===== src/rtl/rc_seq_ctrl_if.sv =====
// Requester-side handshake bundle for the ripple-counter sequencer.
interface rc_seq_ctrl_if #(
  parameter int WIDTH = 16
);
  logic             start;
  logic [WIDTH-1:0] target;
  logic             stop;
  logic             busy;
  logic             done;
  logic [WIDTH-1:0] count_out;
  logic             stopped;
  logic             error;

  modport master (
    output start, target, stop,
    input  busy, done, count_out, stopped, error
  );

  modport slave (
    input  start, target, stop,
    output busy, done, count_out, stopped, error
  );
endinterface


===== src/rtl/rc_seq_ctrl.sv =====
// Sequencer for the asynchronous ripple counter: clears it, issues a
// programmed number of clock pulses, lets each ripple settle, and checks
// the sampled count against a shadow count. All outputs are registered.
module rc_seq_ctrl #(
  parameter int WIDTH  = 16,
  parameter int SETTLE = 4
) (
  input  logic             clk,
  input  logic             reset,
  rc_seq_ctrl_if.slave     bus,
  input  logic [WIDTH-1:0] cnt_q,
  output logic             cnt_clk,
  output logic             cnt_reset
);

  localparam int SW = (SETTLE > 1) ? $clog2(SETTLE) : 1;

  typedef enum logic [2:0] {
    IDLE,
    CLEAR,
    PULSE_H,
    SETTLE_L,
    CHECK,
    DONE
  } state_t;

  state_t           state;
  logic [WIDTH-1:0] tgt_r;
  logic [WIDTH-1:0] shadow;
  logic [WIDTH-1:0] shadow_nx;
  logic [SW-1:0]    settle_cnt;
  logic             clr_phase;
  logic             stop_req;

  // Shadow count the counter should show after the pulse just issued.
  always_comb shadow_nx = shadow + WIDTH'(1);

  // Sequencer FSM; outputs are assigned alongside the transition that
  // enters the state they belong to, so they are valid in that state.
  always_ff @(posedge clk or posedge reset) begin
    if (reset) begin
      state         <= IDLE;
      tgt_r         <= '0;
      shadow        <= '0;
      settle_cnt    <= '0;
      clr_phase     <= 1'b0;
      stop_req      <= 1'b0;
      cnt_clk       <= 1'b0;
      cnt_reset     <= 1'b1;
      bus.busy      <= 1'b0;
      bus.done      <= 1'b0;
      bus.count_out <= '0;
      bus.stopped   <= 1'b0;
      bus.error     <= 1'b0;
    end else begin
      cnt_clk   <= 1'b0;
      cnt_reset <= 1'b0;
      bus.done  <= 1'b0;
      if (state != IDLE && bus.stop)
        stop_req <= 1'b1;

      case (state)
        IDLE: begin
          if (bus.start) begin
            tgt_r         <= bus.target;
            shadow        <= '0;
            bus.stopped   <= 1'b0;
            bus.error     <= 1'b0;
            bus.count_out <= '0;
            stop_req      <= 1'b0;
            clr_phase     <= 1'b0;
            cnt_reset     <= 1'b1;
            bus.busy      <= 1'b1;
            state         <= CLEAR;
          end
        end

        CLEAR: begin
          if (!clr_phase) begin
            clr_phase <= 1'b1;
            cnt_reset <= 1'b1;
          end else if (tgt_r == '0) begin
            bus.done <= 1'b1;
            state    <= DONE;
          end else begin
            cnt_clk <= 1'b1;
            state   <= PULSE_H;
          end
        end

        PULSE_H: begin
          settle_cnt <= '0;
          state      <= SETTLE_L;
        end

        SETTLE_L: begin
          if (settle_cnt == SW'(SETTLE - 1))
            state <= CHECK;
          else
            settle_cnt <= settle_cnt + SW'(1);
        end

        CHECK: begin
          bus.count_out <= cnt_q;
          shadow        <= shadow_nx;
          if (cnt_q != shadow_nx) begin
            bus.error <= 1'b1;
            bus.done  <= 1'b1;
            state     <= DONE;
          end else if (shadow_nx == tgt_r) begin
            bus.done <= 1'b1;
            state    <= DONE;
          end else if (stop_req) begin
            bus.stopped <= 1'b1;
            bus.done    <= 1'b1;
            state       <= DONE;
          end else begin
            cnt_clk <= 1'b1;
            state   <= PULSE_H;
          end
        end

        DONE: begin
          bus.busy <= 1'b0;
          state    <= IDLE;
        end

        default: begin
          bus.busy <= 1'b0;
          state    <= IDLE;
        end
      endcase
    end
  end

endmodule


===== src/flat_wrapper.sv =====
// flat-port wrapper written by rule: the top's interface ports become plain ports
module rc_seq_ctrl_flat 
#(
  parameter int WIDTH  = 16,
  parameter int SETTLE = 4
)
  (clk, reset, cnt_q, cnt_clk, cnt_reset, bus_start, bus_target, bus_stop, bus_busy, bus_done, bus_count_out, bus_stopped, bus_error);
  rc_seq_ctrl_if #(.WIDTH(WIDTH)) bus_i ();
  input  logic clk;
  input  logic reset;
  input  logic [WIDTH-1:0] cnt_q;
  output logic cnt_clk;
  output logic cnt_reset;
  input wire logic [$bits(bus_i.start)-1:0] bus_start;
  input wire logic [$bits(bus_i.target)-1:0] bus_target;
  input wire logic [$bits(bus_i.stop)-1:0] bus_stop;
  output wire logic [$bits(bus_i.busy)-1:0] bus_busy;
  output wire logic [$bits(bus_i.done)-1:0] bus_done;
  output wire logic [$bits(bus_i.count_out)-1:0] bus_count_out;
  output wire logic [$bits(bus_i.stopped)-1:0] bus_stopped;
  output wire logic [$bits(bus_i.error)-1:0] bus_error;
  assign bus_i.start = bus_start;
  assign bus_i.target = bus_target;
  assign bus_i.stop = bus_stop;
  assign bus_busy = bus_i.busy;
  assign bus_done = bus_i.done;
  assign bus_count_out = bus_i.count_out;
  assign bus_stopped = bus_i.stopped;
  assign bus_error = bus_i.error;
  rc_seq_ctrl #(.WIDTH(WIDTH), .SETTLE(SETTLE)) u_core (.clk(clk), .reset(reset), .bus(bus_i), .cnt_q(cnt_q), .cnt_clk(cnt_clk), .cnt_reset(cnt_reset));
endmodule

===== config.mk =====
export PLATFORM = sky130hd
export DESIGN_NAME = rc_seq_ctrl_flat
export DESIGN_NICKNAME = d
export VERILOG_FILES = /design/src/rtl/rc_seq_ctrl_if.sv /design/src/rtl/rc_seq_ctrl.sv /design/src/flat_wrapper.sv
export SDC_FILE = /design/constraint.sdc
export NUM_CORES = 1
export LEC_CHECK = 0
export ABC_CLOCK_PERIOD_IN_PS = 4300
export CAP_MARGIN = 20
export CORE_MARGIN = 1
export CORE_UTILIZATION = 59
export DETAILED_ROUTE_END_ITERATION = 10
export PLACE_DENSITY = 0.86
export SLEW_MARGIN = 15
export SYNTH_ARGS = -nofsm -noshare
export SYNTH_HDL_FRONTEND = slang
export SYNTH_SLANG_ARGS = --single-unit

===== constraint.sdc =====
create_clock -name clk -period 4.3 [get_ports clk]
set_input_delay 0.43 -clock clk [delete_from_list [all_inputs] [get_ports clk]]
set_output_delay 0.43 -clock clk [all_outputs]
set_load 0.05 [all_outputs]

==> impl_metrics.json <==
{
  "cts_tree": "done",
  "p_total_mw": 2.98,
  "antenna_cells": 0,
  "setup_violations": 0,
  "multi_input_area_um2": 2180,
  "min_period_ps": 3170,
  "ir_drop_uv": 518,
  "cp_cell_sequence": "ha_1 -> nand4_1 -> nor3_1 -> a21oi_1 -> or4_4 -> nor4_4 -> o2111a_1 -> o22ai_1",
  "critPathArrivalTime_ps": 3400,
  "cts_buffers": 9,
  "end_kind": "flip-flop",
  "status": "completed",
  "ys_seq_area_frac": 0.389,
  "final_nets": 555,
  "seqCellArea_um2": 1530,
  "start_kind": "flip-flop",
  "grt_setup_unrepaired": "false",
  "relSlewSlack": 0.257,
  "avgSynthCellArea_um2": 8.22,
  "drive_above_1_share": 0.0766,
  "netlist.top_cell.by_area": "dfrtp_1",
  "n_fill_cell": 521,
  "synthCells": 478,
  "vias": 3778,
  "ys_top_cells_by_area": "dfrtp_1, nand2_1, xnor2_1",
  "die_h_um": 83.6,
  "cp_max_fo": 11,
  "timing.fmax_mhz": 316,
  "ctsResizeCount": 0,
  "routabilityCongestion": 0.935,
  "cts_buffer_depth": 2,
  "vias_per_cell": 6.31,
  "p_leak_nw": 2.03,
  "yosysMostFrequentCell": "nand2_1",
  "hold_violations": 0,
  "rows": 29,
  "crit_type": "flip-flop to flip-flop",
  "antenna_left": 0,
  "synth_flop_cell": "dfrtp_1",
  "syn-num-nets": 516,
  "clock_skew_ps": 14.2,
  "synth_top_area_frac": 0.382,
  "synthArstFlopShare": 1.00,
  "die_area_um2": 6990,
  "synth.distinct_cells": 67,
  "htree_levels": 3,
  "drc_errors": 0,
  "maxCapViolations": 0,
  "hold_path.class": "flip-flop to flip-flop",
  "initial_core_util": 0.615,
  "portBuffers": 57,
  "grt_pass1_wl_um": 18200,
  "crit_slowest_cell": "dfrtp_1",
  "tightest_slew_ps": 1110,
  "io_pins": 58,
  "antenna_found_initial": 0,
  "detailed_place_hpwl_um": 7660,
  "synthesis.area_um2": 3930,
  "postCtsSetupRepairBufs": 0,
  "area_growth_pct": 18.4,
  "grt_pass1_vias": 3603,
  "totalWireLength_um": 11000,
  "clkLatencyLatePin_ps": 350,
  "crit_family": "simple AND/OR/NAND/NOR gates",
  "crit_buf_inv": 0,
  "grt_util_all_layers": 0.332,
  "power.density_nw_per_um2": 641,
  "ys_ff_latch": 61,
  "crit_required_ps": 4530,
  "cts_hold_repair.buffers": 0,
  "yosys_warnings": 0,
  "first_iter_violations": 296,
  "synth_edf_count": 0,
  "drt_first_pass_iters": 5,
  "clk_pin_slew_ps": 80,
  "slew_viol_final": 0,
  "fp.dieW_um": 83.6,
  "grt-ovfl-total": 0,
  "cts_sinks": 61,
  "setup_tns_ps": 0,
  "wl_per_cell_um": 18.4,
  "slowest_delay_ps": 550,
  "synth_top_cells_by_count": "nand2_1, dfrtp_1, o21ai_0",
  "core_um2": 6390,
  "grt_max_degree": 34,
  "clockRootBuffer": "clkbuf_8",
  "finalCritPeriodShare": 0.737
}
[placed cells by master (no fill, tap or decap), types with 3 or more instances in the layout]
| master | Yosys | final |
|---|---|---|
| and4_1 | 4 | 4 |
| nor4_1 | 9 | 9 |
| clkdlybuf4s50_1 | 0 | 57 |
| nor2b_1 | 3 | 3 |
| nor2_1 | 23 | 23 |
| inv_1 | 8 | 7 |
| and3_1 | 9 | 9 |
| a32oi_1 | 3 | 3 |
| o21ai_0 | 37 | 37 |
| nor3_1 | 10 | 10 |
| and3_2 | 3 | 3 |
| nand2b_1 | 4 | 4 |
| a21o_1 | 3 | 3 |
| a21oi_1 | 18 | 18 |
| nand4_1 | 8 | 8 |
| dfrtp_1 | 60 | 60 |
| nand3_1 | 29 | 29 |
| nand2_1 | 111 | 111 |
| o22ai_1 | 3 | 3 |
| mux2i_1 | 4 | 4 |
| clkbuf_8 | 2 | 10 |
| buf_4 | 0 | 4 |
| or3_2 | 3 | 3 |
| xnor2_1 | 26 | 26 |
| xor2_1 | 9 | 9 |
| o31ai_1 | 4 | 4 |
| and2_1 | 7 | 7 |
[per-stage QoR]
step | setup WS, ps | area [um^2] | hold slack (ps) | instances | util
after global placement | 1250 | 4430 | 465 | 583 | 0.694
after floorplan | 1650 | 3930 | 483 | 478 | -
after detailed placement | 1150 | 4430 | 467 | 583 | 0.694
final | 1130 | 4650 | 488 | 599 | 0.728
after CTS | 1160 | 4650 | 490 | 599 | 0.728
after global routing | 859 | 4650 | 533 | 599 | 0.728
[cells by family (layout without fill, tap and decap cells)]
| family | after synthesis | count (layout) | share of synthesized area |
|---|---|---|---|
| simple gates | 241 | 241 | 0.308 |
| compound gates | 93 | 93 | 0.149 |
| flops | 61 | 61 | 0.389 |
| buf+inv | 41 | 85 | 0.0564 |
| xor+xnor | 35 | 35 | 0.0780 |
| mux | 5 | 5 | 0.0131 |
| fa+ha+maj | 2 | 2 | 0.00637 |
[final cells by class]
type	count	share of cell area
multi-input cells	376	0.469
flip-flops and latches	61	0.328
repair buffers	61	0.129
clock buffers	12	0.0312
well taps	77	0.0207
clock inverters	4	0.0156
inverters	8	0.00646
[registers in the layout, summed over array words and instances (netlist names)]
signal	cells
u_core.bus.done	1
u_core.cnt_reset	1
u_core.shadow	16
u_core.bus.stopped	1
u_core.stop_req	1
u_core.tgt_r	16
u_core.cnt_clk	1
u_core.bus.error	1
u_core.clr_phase	1
u_core.state	3
u_core.bus.busy	1
u_core.settle_cnt	2
u_core.bus.count_out	16
[power breakdown]
part	internal (mW)	switching [mW]	total [mW]
Combinational	0.509	0.872	1.38
Sequential	0.785	0.233	1.02
Clock	0.342	0.242	0.584
Total	1.64	1.35	2.98
[tightest hold or removal path: cells and delay by family, from the launching register on]
family	cells	cell delay, ps
simple gates	2	110
flops	1	350
[layer usage]
layer | share of wire | global-route usage
met5 | 0 | 0
met4 | 0.022 | 0.128
met3 | 0.082 | 0.0415
met2 | 0.46 | 0.523
met1 | 0.43 | 0.469
[worst paths after layout]
check | from | end | slack (ps) | cells after the start
hold / removal | u_core.bus.busy | u_core.bus.busy | 490 | 2
setup / recovery | u_core.shadow[0] | u_core.state[0] | 1130 | 8
setup reg to reg | u_core.shadow[0] | u_core.state[0] | 1130 | 8
min in group asynchronous | reset | u_core.state[2] | 510 | 2
max in group asynchronous | reset | u_core.shadow[10] | 2920 | 3
hold reg to reg | u_core.bus.busy | u_core.bus.busy | 490 | 2
No activity file was read; power rests on OpenSTA's default activity.
==> edit (config.mk and constraints unchanged) <==
Encoding of `state_t`: now one-hot (6 bits for 6 states).
--- a/src/rtl/rc_seq_ctrl.sv
+++ b/src/rtl/rc_seq_ctrl.sv
@@ -16,11 +16,11 @@
   localparam int SW = (SETTLE > 1) ? $clog2(SETTLE) : 1;
 
-  typedef enum logic [2:0] {
-    IDLE,
-    CLEAR,
-    PULSE_H,
-    SETTLE_L,
-    CHECK,
-    DONE
+  typedef enum logic [5:0] {
+    IDLE     = 6'b000001,
+    CLEAR    = 6'b000010,
+    PULSE_H  = 6'b000100,
+    SETTLE_L = 6'b001000,
+    CHECK    = 6'b010000,
+    DONE     = 6'b100000
   } state_t;
 
Function: same outputs for any inputs over 10 cycles, from zero or initial values and one cycle with reset high; not proved beyond that.
==> edit against the original RTL <==
Routed wire length is 16% lower. Clock skew is 0.0034 ns lower. Sequential cell count is 3 higher. Critical path depth stayed put. Synthesized area is 4.7% lower. Cell area is 3.5% lower. Maximum frequency is 7.6% lower. Worst setup slack worse by 0.26 ns. Count of clock-buffer cells in the layout is 2 lower. Utilization is 1.7 points higher. Critical endpoint is now u_core.bus.error.
Power is not compared: it rests on default switching activity, and its combinational part moved more than twofold at a synthesized area within 25%.
==> edit: results (changes against the original RTL) <==
| Item | Reported | vs unedited |
|---|---|---|
| Area fraction in compound gates after synthesis | 12.7% | -2.3 points |
| Proportion of cell area spent on the clock network | 4.07% | -0.61 points |
| Global placement routability congestion | 0.918 | -1.7% |
| Multi-input combinational cell count | 308 | -18% |
| Distinct cell type count after synthesis | 56 | -16% |
| Met3 Usage GRT | 5.11% | +0.96 points |
| Slew of the pin with the lowest slew margin | 0.748 ns | -0.363 ns |
| Wire length the detailed router placed on met1 | 4030 µm | -16% |
| Cell with the largest stage delay on the worst path | sky130_fd_sc_hd__or4_4 |  |
| Area after detailed placement | 0.00431 mm² | -2.9% |
| Cell total after placement | 515 | -12% |
| Non-clock inverter count in the final layout | 6 | -2 |
| Die Wd | 81.7 µm | -2.3% |
| Starting DRT DRC Count | 294 | -0.68% |
| Drt first pass iters | 7 | +2 |
| Top cells by instance count after synthesis | sky130_fd_sc_hd__dfrtp_1 (62), sky130_fd_sc_hd__nand2_1 (61), sky130_fd_sc_hd__o21ai_0 (38), sky130_fd_sc_hd__nand3_1 (26), sky130_fd_sc_hd__xnor2_1 (26) |  |
| Register bit count reported by yosys | 64 | +4.9% |
| Count of non-CTS buffers in the layout | 62 | +1.6% |
| Post-synthesis net count | 444 | -14% |
| Routed wl met3 | 468 µm | -48% |
| CP max FO | 13 | +2 |
| Adder and majority cell fraction of the synthesized area | 0.668% | +0.032 points |
| Fraction of final layout cells with drive strength greater than 1 | 11.2% | +3.5 points |
| FF-to-FF setup slack | 0.87 ns | -0.26 ns |
| Overall fraction of global-route tracks in use | 30.3% | -2.9 points |
| Proportion of synthesized area in mux cells | 4.81% | +3.5 points |
| Avg Synthesized Cell Area | 9.22 µm² | +12% |
| Fin Hold WS | 0.497 ns | +0.00975 ns |
| Result of the run | complete, no violations |  |
| Post-synthesis xor/xnor area fraction | 10.1% | +2.3 points |
| Seq/Total Area, Yosys | 42.8% | +4.0 points |
| Clock Skew | 0.0108 ns | -0.00339 ns |
| Beginning of the worst hold path | u_core.bus.count_out[2] |  |
| Critical Path Max Stage Delay | 0.58 ns | +0.03 ns |
| GRT met2 Usage | 50.1% | -2.2 points |
| GR met1 Demand/Resource | 40.3% | -6.6 points |
edit: stage by stage:
| stage | setup WS, ns | util, % |
|---|---|---|
| floorplan | 1.57 | - |
| global placement | 0.973 | 71.5 |
| detailed placement | 0.907 | 71.5 |
| CTS | 0.912 | 74.5 |
| global route | 0.452 | 74.5 |
| finish | 0.871 | 74.5 |
edit: worst max path at each step:
stage          slack [ns]               end  cells past startpoint             start
5_1_grt              0.45   u_core.state[2]                      8  u_core.shadow[0]
4_1_cts              0.91  u_core.bus.error                      8  u_core.shadow[0]
3_5_place_dp         0.91  u_core.bus.error                      8  u_core.shadow[0]
6_report             0.87  u_core.bus.error                      8  u_core.shadow[0]
3_3_place_gp         0.97  u_core.bus.error                      8  u_core.shadow[0]
2_1_floorplan        1.57  u_core.bus.error                      9  u_core.shadow[1]
edit: logic make-up after synthesis:
group           Yosys count
buf+inv                  34
compound gates           76
mux                      16
xor+xnor                 43
fa+ha+maj                 2
flops                    64
simple gates            171
